$ cat config.mk
export PLATFORM = sky130hd
export DESIGN_NAME = mux16to1_reg
export DESIGN_NICKNAME = d
export VERILOG_FILES = /design/src/rtl/mux16to1_reg.sv
export SDC_FILE = /design/constraint.sdc
export NUM_CORES = 1
export LEC_CHECK = 0
export ABC_AREA = 1
export CORE_AREA = 2 2 229 231
export DETAILED_ROUTE_END_ITERATION = 12
export DIE_AREA = 0 0 231 233
export SETUP_SLACK_MARGIN = 0.4
export SKIP_CTS_REPAIR_TIMING = 1
export SYNTH_ARGS = -nofsm -noshare
export SYNTH_HDL_FRONTEND = slang
export SYNTH_SLANG_ARGS = --single-unit
export TNS_END_PERCENT = 10
$ cat constraint.sdc
create_clock -name clk -period 3.1 [get_ports clk]
set_input_delay 0.465 -clock clk [delete_from_list [all_inputs] [get_ports clk]]
set_output_delay 0.465 -clock clk [all_outputs]
set_load 0.01 [all_outputs]
$ cat src/rtl/mux16to1_reg.sv
// 16:1 word multiplexer for the register bank read path.
// `out` is the same-cycle combinational read; `out_q`/`sel_q` are a
// registered copy for pipelined read ports.
module mux16to1_reg #(
    parameter int unsigned WIDTH = 32
) (
    input  logic             clk,
    input  logic             reset,
    input  logic             en,
    input  logic [3:0]       select,
    input  logic [WIDTH-1:0] q0,
    input  logic [WIDTH-1:0] q1,
    input  logic [WIDTH-1:0] q2,
    input  logic [WIDTH-1:0] q3,
    input  logic [WIDTH-1:0] q4,
    input  logic [WIDTH-1:0] q5,
    input  logic [WIDTH-1:0] q6,
    input  logic [WIDTH-1:0] q7,
    input  logic [WIDTH-1:0] q8,
    input  logic [WIDTH-1:0] q9,
    input  logic [WIDTH-1:0] q10,
    input  logic [WIDTH-1:0] q11,
    input  logic [WIDTH-1:0] q12,
    input  logic [WIDTH-1:0] q13,
    input  logic [WIDTH-1:0] q14,
    input  logic [WIDTH-1:0] q15,
    output logic [WIDTH-1:0] out,
    output logic [WIDTH-1:0] out_q,
    output logic [3:0]       sel_q
);

    logic [WIDTH-1:0] out_d;
    logic [3:0]       sel_d;

    // Full 16-way decode; an unresolvable select falls to the default and reads zero.
    always_comb begin
        out = '0;
        case (select)
            4'h0:    out = q0;
            4'h1:    out = q1;
            4'h2:    out = q2;
            4'h3:    out = q3;
            4'h4:    out = q4;
            4'h5:    out = q5;
            4'h6:    out = q6;
            4'h7:    out = q7;
            4'h8:    out = q8;
            4'h9:    out = q9;
            4'hA:    out = q10;
            4'hB:    out = q11;
            4'hC:    out = q12;
            4'hD:    out = q13;
            4'hE:    out = q14;
            4'hF:    out = q15;
            default: out = '0;
        endcase
    end

    // Next state for the registered copy: capture on en, otherwise hold.
    always_comb begin
        out_d = out_q;
        sel_d = sel_q;
        if (en) begin
            out_d = out;
            sel_d = select;
        end
    end

    // Registered read port; synchronous reset wins over en.
    always_ff @(posedge clk) begin
        if (reset) begin
            out_q <= '0;
            sel_q <= '0;
        end else begin
            out_q <= out_d;
            sel_q <= sel_d;
        end
    end

endmodule

* Word level (Yosys, flattened, before mapping)
Cells that the tools add are included.
** Word-level totals
- Bits in registers :: 36
- Input port bits :: 519
- Output and inout bits :: 68
- Logic and storage cells :: 19
** Operators by class
- Equal/unequal tests :: 15
- Mux-type cells :: 1
- Reductions and logical operators :: 1
** Operators by type and width (number)
- one-hot mux 32 bit (16 select lines) :: 1
- equality test 4 bit, second input constant :: 8
- equality test 4 x 3 -> 1 bit, second input constant :: 4
- equality test 4 x 2 -> 1 bit, second input constant :: 2
- equality test 4 x 1 -> 1 bit, second input constant :: 1
- zero test 4 bit :: 1

* Depth between registers and ports, before layout
Gate-level depths: netlist of run 1.
- Word-level depth :: 2
- Gate-level depth with buffers :: 12
- Depth with buffers taken out :: 10

* Worst setup path before layout of run 1
No wires, ideal clock.
- Path kind :: in2out
- Start :: input port select[0]
- End :: output port out[13]
- Data arrival time :: 1.451 ns
- Required time :: 2.635 ns
- Slack :: 1.184 ns
- Stages on the path :: 9
- Path buffers :: 2
- Path through :: nor2_1 > buf_2 > buf_2 > nand3_1 > nand2_1 > nor2_1 > nand2_1 > nor2_1 > nand2_1
** On the way
- Longest elaborated chain between the ends :: 2
- Elaborated cells between the ends (all ways) :: 17
- Those cells by class :: eq/ne (15); mux (1); reduce/logical (1)
** Ends and longest elaborated chain
- start: declaration :: line 10 : input logic [3:0] select,
- equality test 4 bit (tied with other cells) :: line 38 : case (select)
- one-hot mux 32 bit (16 select lines) (*) :: line 38
- end: declaration :: line 27 : output logic [WIDTH-1:0] out,
Mark *: on every way between the ends. The rest lies on a longest branch, timed or not.

* Final worst setup path of run 1
- Start :: input port select[3]
- End :: output port out[22]
Same word-level chain as after synthesis.

==> results of run 1 <==
synth_stat cells:
cell	count	area, um^2
sky130_fd_sc_hd__a211oi_1	4	30.0
sky130_fd_sc_hd__buf_1	3	11.3
sky130_fd_sc_hd__buf_2	61	305
sky130_fd_sc_hd__clkbuf_1	46	173
sky130_fd_sc_hd__dfxtp_1	36	721
sky130_fd_sc_hd__inv_1	68	255
sky130_fd_sc_hd__inv_2	2	7.51
sky130_fd_sc_hd__nand2_1	419	1570
sky130_fd_sc_hd__nand3_1	448	2240
sky130_fd_sc_hd__nor2_1	266	998
sky130_fd_sc_hd__nor2_2	1	6.26
sky130_fd_sc_hd__nor4_2	1	12.5
cell families after synthesis:
logic type	Yosys count
compound gates	4
simple gates	1135
flops	36
buf+inv	180
registers in the layout, summed over array words and instances (netlist names):
signal  cells
sel_q       4
out_q      32
path summary, 6_finish.rpt:
check	startpoint	end	slack (ns)	cells after the start
hold reg to reg	sel_q[1]$_SDFFE_PP0P_	sel_q[1]$_SDFFE_PP0P_	0.48	2
setup / recovery	select[3]	out[22]	0.45	14
hold / removal	sel_q[1]$_SDFFE_PP0P_	sel_q[1]$_SDFFE_PP0P_	0.48	2
setup reg to reg	out_q[23]$_SDFFE_PP0P_	out_q[23]$_SDFFE_PP0P_	2.41	4
per-layer routing:
layer | part of all wire (%) | routed length, um | GRT usage, %
met5 | 0.12 | 68 | 0
met1 | 39 | 23000 | 20.9
met2 | 50 | 29500 | 37.0
met3 | 7.2 | 4210 | 3.84
met4 | 3.1 | 1800 | 4.44
final cells by class:
class	count	share of cell area, %
Multi-Input combinational cell	1139	33.8
Timing Repair Buffer	773	53.0
Inverter	70	1.77
Clock buffer	7	0.945
Tap cell	680	5.64
Antenna cell	5	0.0829
Sequential cell	36	4.77
Clock inverter	1	0.0497
metrics by stage:
step,setup TNS (ns),total power [W],cell area [um^2]
floorplan,0,0.00107,6330
finish,0,0.00312,15100
CTS,-9.41,0.00306,14300
detailed placement,-9.14,0.00250,14200
global placement,-8.74,0.00251,14200
global route,0,0.00332,15100
worst reg2reg max path, cell delays in order, from the launching register on:
cell and delay, ns:
sky130_fd_sc_hd__dfxtp_1 0.31, sky130_fd_sc_hd__nor2_1 0.09, sky130_fd_sc_hd__nor2_1 0.05, sky130_fd_sc_hd__nand2_1 0.10, sky130_fd_sc_hd__inv_1 0.04
report_power, final:
| group | switching (W) | internal [W] |
|---|---|---|
| Sequential | 0.0000214 | 0.000503 |
| Combinational | 0.000923 | 0.00115 |
| Clock | 0.000203 | 0.000320 |
==> run summary, run 1 <==
Logic synthesis
- post-synthesis instance area: 0.00633 mm^2
- synthesized net count: 1874
- number of library cell types mapped by synthesis: 12
- instance count of the mapped netlist: 1355
- register area share after synthesis: 11.4%
- largest family of logic cells by synthesized area: simple AND/OR/NAND/NOR gates
- post-synthesis share of cell area spent on xor and xnor gates: 0%
- Compound-Gate Fraction of Synth Area: 0.474%
- adder and majority cell fraction of the synthesized area: 0%
- register bit count reported by yosys: 36
- post-synthesis mux area share: 0%
- number of warnings printed during yosys synthesis: 0
- area fraction in and, or, nand and nor cells after synthesis: 76.3%
- average size of a mapped cell: 4.68 um^2

Global routing
- total global routing overflow: 0
- number of antenna violations at the first check in global routing: 13
- vias in the first global route: 11650
- wire length of the first global-routing pass: 75900 um
- GRT Resource Usage Total: 19.0%
- largest net degree at the start of global routing: 57

Cells and area
- fill cell count: 5693
- layout-stage area growth over the synthesis result: 138%
- most common library cell in the layout ignoring fill and taps: sky130_fd_sc_hd__clkdlybuf4s50_1
- end-of-flow core utilization: 29.5%
- Post-layout nets: 2544
- final cell count without fillers: 2711
- FF+latch area: 721 um^2
- most frequent cells in the layout: sky130_fd_sc_hd__clkdlybuf4s50_1 (548), sky130_fd_sc_hd__nand3_1 (448), sky130_fd_sc_hd__nand2_1 (399)
- combined area of the multi-input logic cells: 0.00510 mm^2
- layout cell share with drive strength beyond 1: 13.8%

Placement
- # port buffers: 586
- Routability Congestion: 0.970
- estimated wirelength of the detail-placed design: 45200 um
- cell count after placement: 2663
- post-place setup slack: -0.393 ns

STA
- RSZ-0062 raised after global routing: yes
- final critical-path setup slack: 0.451 ns
- Layout Skew: 0 ns
- number of setup violations in the final report: 0
- transition time of the tightest slew-check pin: 0.779 ns
- smallest hold slack: 0.483 ns
- highest clock frequency the design can meet: 377 MHz
- total count of max-transition violations in the final report: 0
- Hold Vio Cnt, Final: 0
- worst slew slack as a fraction of its limit: 48.0%
- part of the cycle the worst path needs: 85.5%
- Final min period: 2.65 ns

Clock network
- count of H-tree levels built during CTS: 2
- number of buffers added by the clock tree synthesis step: 5
- clock root buffer: sky130_fd_sc_hd__clkbuf_16
- clk sink count: 36
- worst-case clock buffer depth: 2
- Clock Latency Late Sink: 0.28 ns
- CTS tree: done
- register clock-pin slew on the reported worst setup and hold paths: 0.06 ns

Critical path
- critical-path cell list: dlymetal6s2s_1 -> buf_6 -> inv_2 -> nor2_4 -> buf_6 -> clkbuf_16 -> buf_4 -> nand3_1 -> nand2_1 -> nor2_2 -> nand2_1 -> nor2_1 -> nand2_1 -> dlymetal6s2s_1
- startpoint type of the worst setup path: input port
- CP max stage cell: sky130_fd_sc_hd__buf_4
- critical path data required time: 2.63 ns
- capturing element type of the critical path: primary output
- Buf+Inv Stages, Crit Path: 7
- delay-heaviest family, CP: buffers and inverters
- Critical Path AT: 2.18 ns
- stage delay of the slowest cell on the critical path: 0.18 ns
- dominant cell type by count on the critical path: sky130_fd_sc_hd__nand2_1
- largest fanout on the critical path: 6
- Worst Path Class, Setup: input port to primary output

Routing
- remaining routing DRC violations: 0
- drt initial violations: 574
- Detail Route Antenna Nets: 0
- 1st-pass router iterations: 5
- via density per instance: 4.35
- total length of routed wires: 58600 um
- final routed wire length divided by cell count: 21.6 um
- routed via count: 11797

Floorplanning
- area inside the core boundary: 0.0511 mm^2
- number of placement rows: 83
- initial core utilization: 12.4%
- Boundary Pins: 587
- x dimension of the die: 231 um
- Die Area: 0.0538 mm^2
- die outline height: 233 um

Run status
- status: completed

Pwr
- highest ir drop seen on vdd: 0.159 mV
- standby leakage power: 7.45 nW
- cell area power density: 207 mW/mm^2

Flow run
- total of max-cap violations: 0

Min path
- class of the tightest hold or removal check: register to register

No activity file was read; power rests on OpenSTA's default activity.
==> run 2, diff against run 1 <==
CORE_AREA = 2 2 231 233   (was 2 2 229 231)
DIE_AREA = 0 0 233 235   (was 0 0 231 233)
DONT_BUFFER_PORTS = 1   (was not set)
==> run 2 against run 1 <==
Effect of this change: clock-buffer cell count is 2 lower; critical path depth is 4 lower; power is 35% lower; combinational power is 59% lower; register-to-register slack worse by 0.13 ns; wire length is 17% lower; sequential power is 6.9% higher; non-clock buffer count is 720 lower; cell area is 50% lower; sequential cell count stayed put; hold slack worse by 0.21 ns.
==> run summary, run 2 (same netlist as run 1, synthesis figures left out) <==
STA
- number of setup violations in the final report: 0
- Hold Vio Cnt, Final: 0
- Layout Skew: 0 ns
- worst slew slack as a fraction of its limit: 57.8%
- transition time of the tightest slew-check pin: 0.633 ns
- Setup TNS: 0 ns
- highest clock frequency the design can meet: 374 MHz
- part of the cycle the worst path needs: 86.4%
- total count of max-transition violations in the final report: 0
- RSZ-0062 raised after global routing: yes
- Final min period: 2.68 ns

Floorplanning
- Die Area: 0.0548 mm^2
- x dimension of the die: 233 um
- Boundary Pins: 587
- area inside the core boundary: 0.0522 mm^2
- die outline height: 235 um
- number of placement rows: 84
- initial core utilization: 12.1%

Global routing
- largest net degree at the start of global routing: 73
- GRT Resource Usage Total: 16.8%
- vias in the first global route: 8632
- number of antenna violations at the first check in global routing: 14
- total global routing overflow: 0
- wire length of the first global-routing pass: 64000 um

Placement
- Routability Congestion: 0.938
- # port buffers: 0
- estimated wirelength of the detail-placed design: 40200 um
- cell count after placement: 1986
- Placed Instance Area: 0.00733 mm^2

Clock network
- clock root buffer: sky130_fd_sc_hd__clkbuf_16
- count of H-tree levels built during CTS: 2
- Clock Latency Late Sink: 0.30 ns
- register clock-pin slew on the reported worst setup and hold paths: 0.06 ns
- worst-case clock buffer depth: 2
- number of buffers added by the clock tree synthesis step: 5
- clk sink count: 36
- CTS tree: done

Routing
- final routed wire length divided by cell count: 24.2 um
- Top Metal Used: met5
- drt initial violations: 711
- total length of routed wires: 48500 um
- 1st-pass router iterations: 5
- wire length on met2: 23700 um
- Met1 Routed Length: 17800 um
- Detail Route Antenna Nets: 0
- via density per instance: 4.53
- routed via count: 9069
- remaining routing DRC violations: 0
- met3 layer wire length in the routed design: 4270 um

Critical path
- Crit. Startpoint: select[2]
- Worst Path Class, Setup: input port to primary output
- Critical Path AT: 2.21 ns
- flop2flop setup slack: 2.28 ns
- critical path data required time: 2.63 ns
- startpoint of the most critical register-to-register path: sel_q[1]$_SDFFE_PP0P_
- capture point of the critical path: out[13]
- capturing element type of the critical path: primary output
- largest fanout on the critical path: 15
- FF-to-FF path depth: 2
- startpoint type of the worst setup path: input port
- destination of the worst register-to-register timing path: sel_q[1]$_SDFFE_PP0P_

Run status
- status: completed

Pwr
- cell area power density: 269 mW/mm^2
- highest ir drop seen on vdd: 0.162 mV
- standby leakage power: 4.08 nW

Cells and area
- registers with the most flip-flops: out_q (32), sel_q (4)
- most frequent cells in the layout: sky130_fd_sc_hd__nand3_1 (448), sky130_fd_sc_hd__nand2_1 (418), sky130_fd_sc_hd__nor2_1 (258)
- layout cell share with drive strength beyond 1: 5.74%
- register ranked first by flip-flop count: out_q
- layout-stage area growth over the synthesis result: 18.7%
- finished layout cell area: 0.00752 mm^2
- end-of-flow core utilization: 14.4%
- Post-layout nets: 1824
- final cell count without fillers: 2000
- max FFs per register: 32
- most common library cell in the layout ignoring fill and taps: sky130_fd_sc_hd__nand3_1

Flow run
- total of max-cap violations: 0

Min path
- class of the tightest hold or removal check: input port to register

[run 2: cell count changes in the layout (fill, tap and decap cells not counted), sizes merged, moves of 2 or more]
cell           change
dlymetal6s2s      -21
clkbuf            -26
clkinv             +2
clkdlybuf4s50    -548
buf              -127
[run 2: power by group]
group / switching (W) / internal [W] / leakage [nW] / total [W]
clock network: 0.000239 / 0.000379 / 0.0798 / 0.000617
logic: 0.000616 / 0.000230 / 3.70 / 0.000847
registers: 0.0000580 / 0.000503 / 0.299 / 0.000561
[run 2: cell type report]
| class | instances | area (um^2) |
|---|---|---|
| fill | 6261 | 44700 |
| multi-input combinational | 1139 | 4930 |
| tap | 688 | 861 |
| sequential | 36 | 721 |
| timing repair buffer | 53 | 561 |
| inverter | 70 | 267 |
| clock buffer | 5 | 125 |
| clock inverter | 3 | 42.5 |
| antenna | 6 | 15.0 |
[run 2: worst max-delay path: stages]
cell                       delay (ns)
sky130_fd_sc_hd__nand2_1         0.15
sky130_fd_sc_hd__clkinv_2        0.20
sky130_fd_sc_hd__buf_4           0.27
sky130_fd_sc_hd__nand3_1         0.17
sky130_fd_sc_hd__nand2_1         0.07
sky130_fd_sc_hd__nor2_1          0.33
sky130_fd_sc_hd__nand2_1         0.14
sky130_fd_sc_hd__nor2_1          0.12
sky130_fd_sc_hd__buf_4           0.16
sky130_fd_sc_hd__nand2_1         0.11
[run 2: worst min-delay path by stage]
stage | cells past startpoint | endpoint | start
after floorplan | 2 | sel_q[0]$_SDFFE_PP0P_ | sel_q[0]$_SDFFE_PP0P_
after global placement | 1 | sel_q[2]$_SDFFE_PP0P_ | reset
after detailed placement | 1 | sel_q[2]$_SDFFE_PP0P_ | reset
after CTS | 1 | sel_q[2]$_SDFFE_PP0P_ | reset
after global routing | 1 | sel_q[2]$_SDFFE_PP0P_ | reset
final | 1 | sel_q[2]$_SDFFE_PP0P_ | reset
[run 2: metal layers]
| metal | up-vias | track usage (%) |
|---|---|---|
| li1 | 4260 | - |
| met1 | 4016 | 18.0 |
| met3 | 118 | 4.38 |
| met5 | - | 0 |
| met4 | 14 | 8.20 |
| met2 | 661 | 30.3 |
[run 2: metrics by stage]
stage | hold WS, ns | setup slack [ns] | power, W
2_1_floorplan | 0.498 | 1.18 | 0.00107
3_3_place_gp | 0.563 | 0.339 | 0.00144
3_5_place_dp | 0.567 | 0.374 | 0.00144
4_1_cts | 0.240 | 0.365 | 0.00208
5_1_grt | 0.243 | 0.343 | 0.00217
6_report | 0.270 | 0.423 | 0.00203
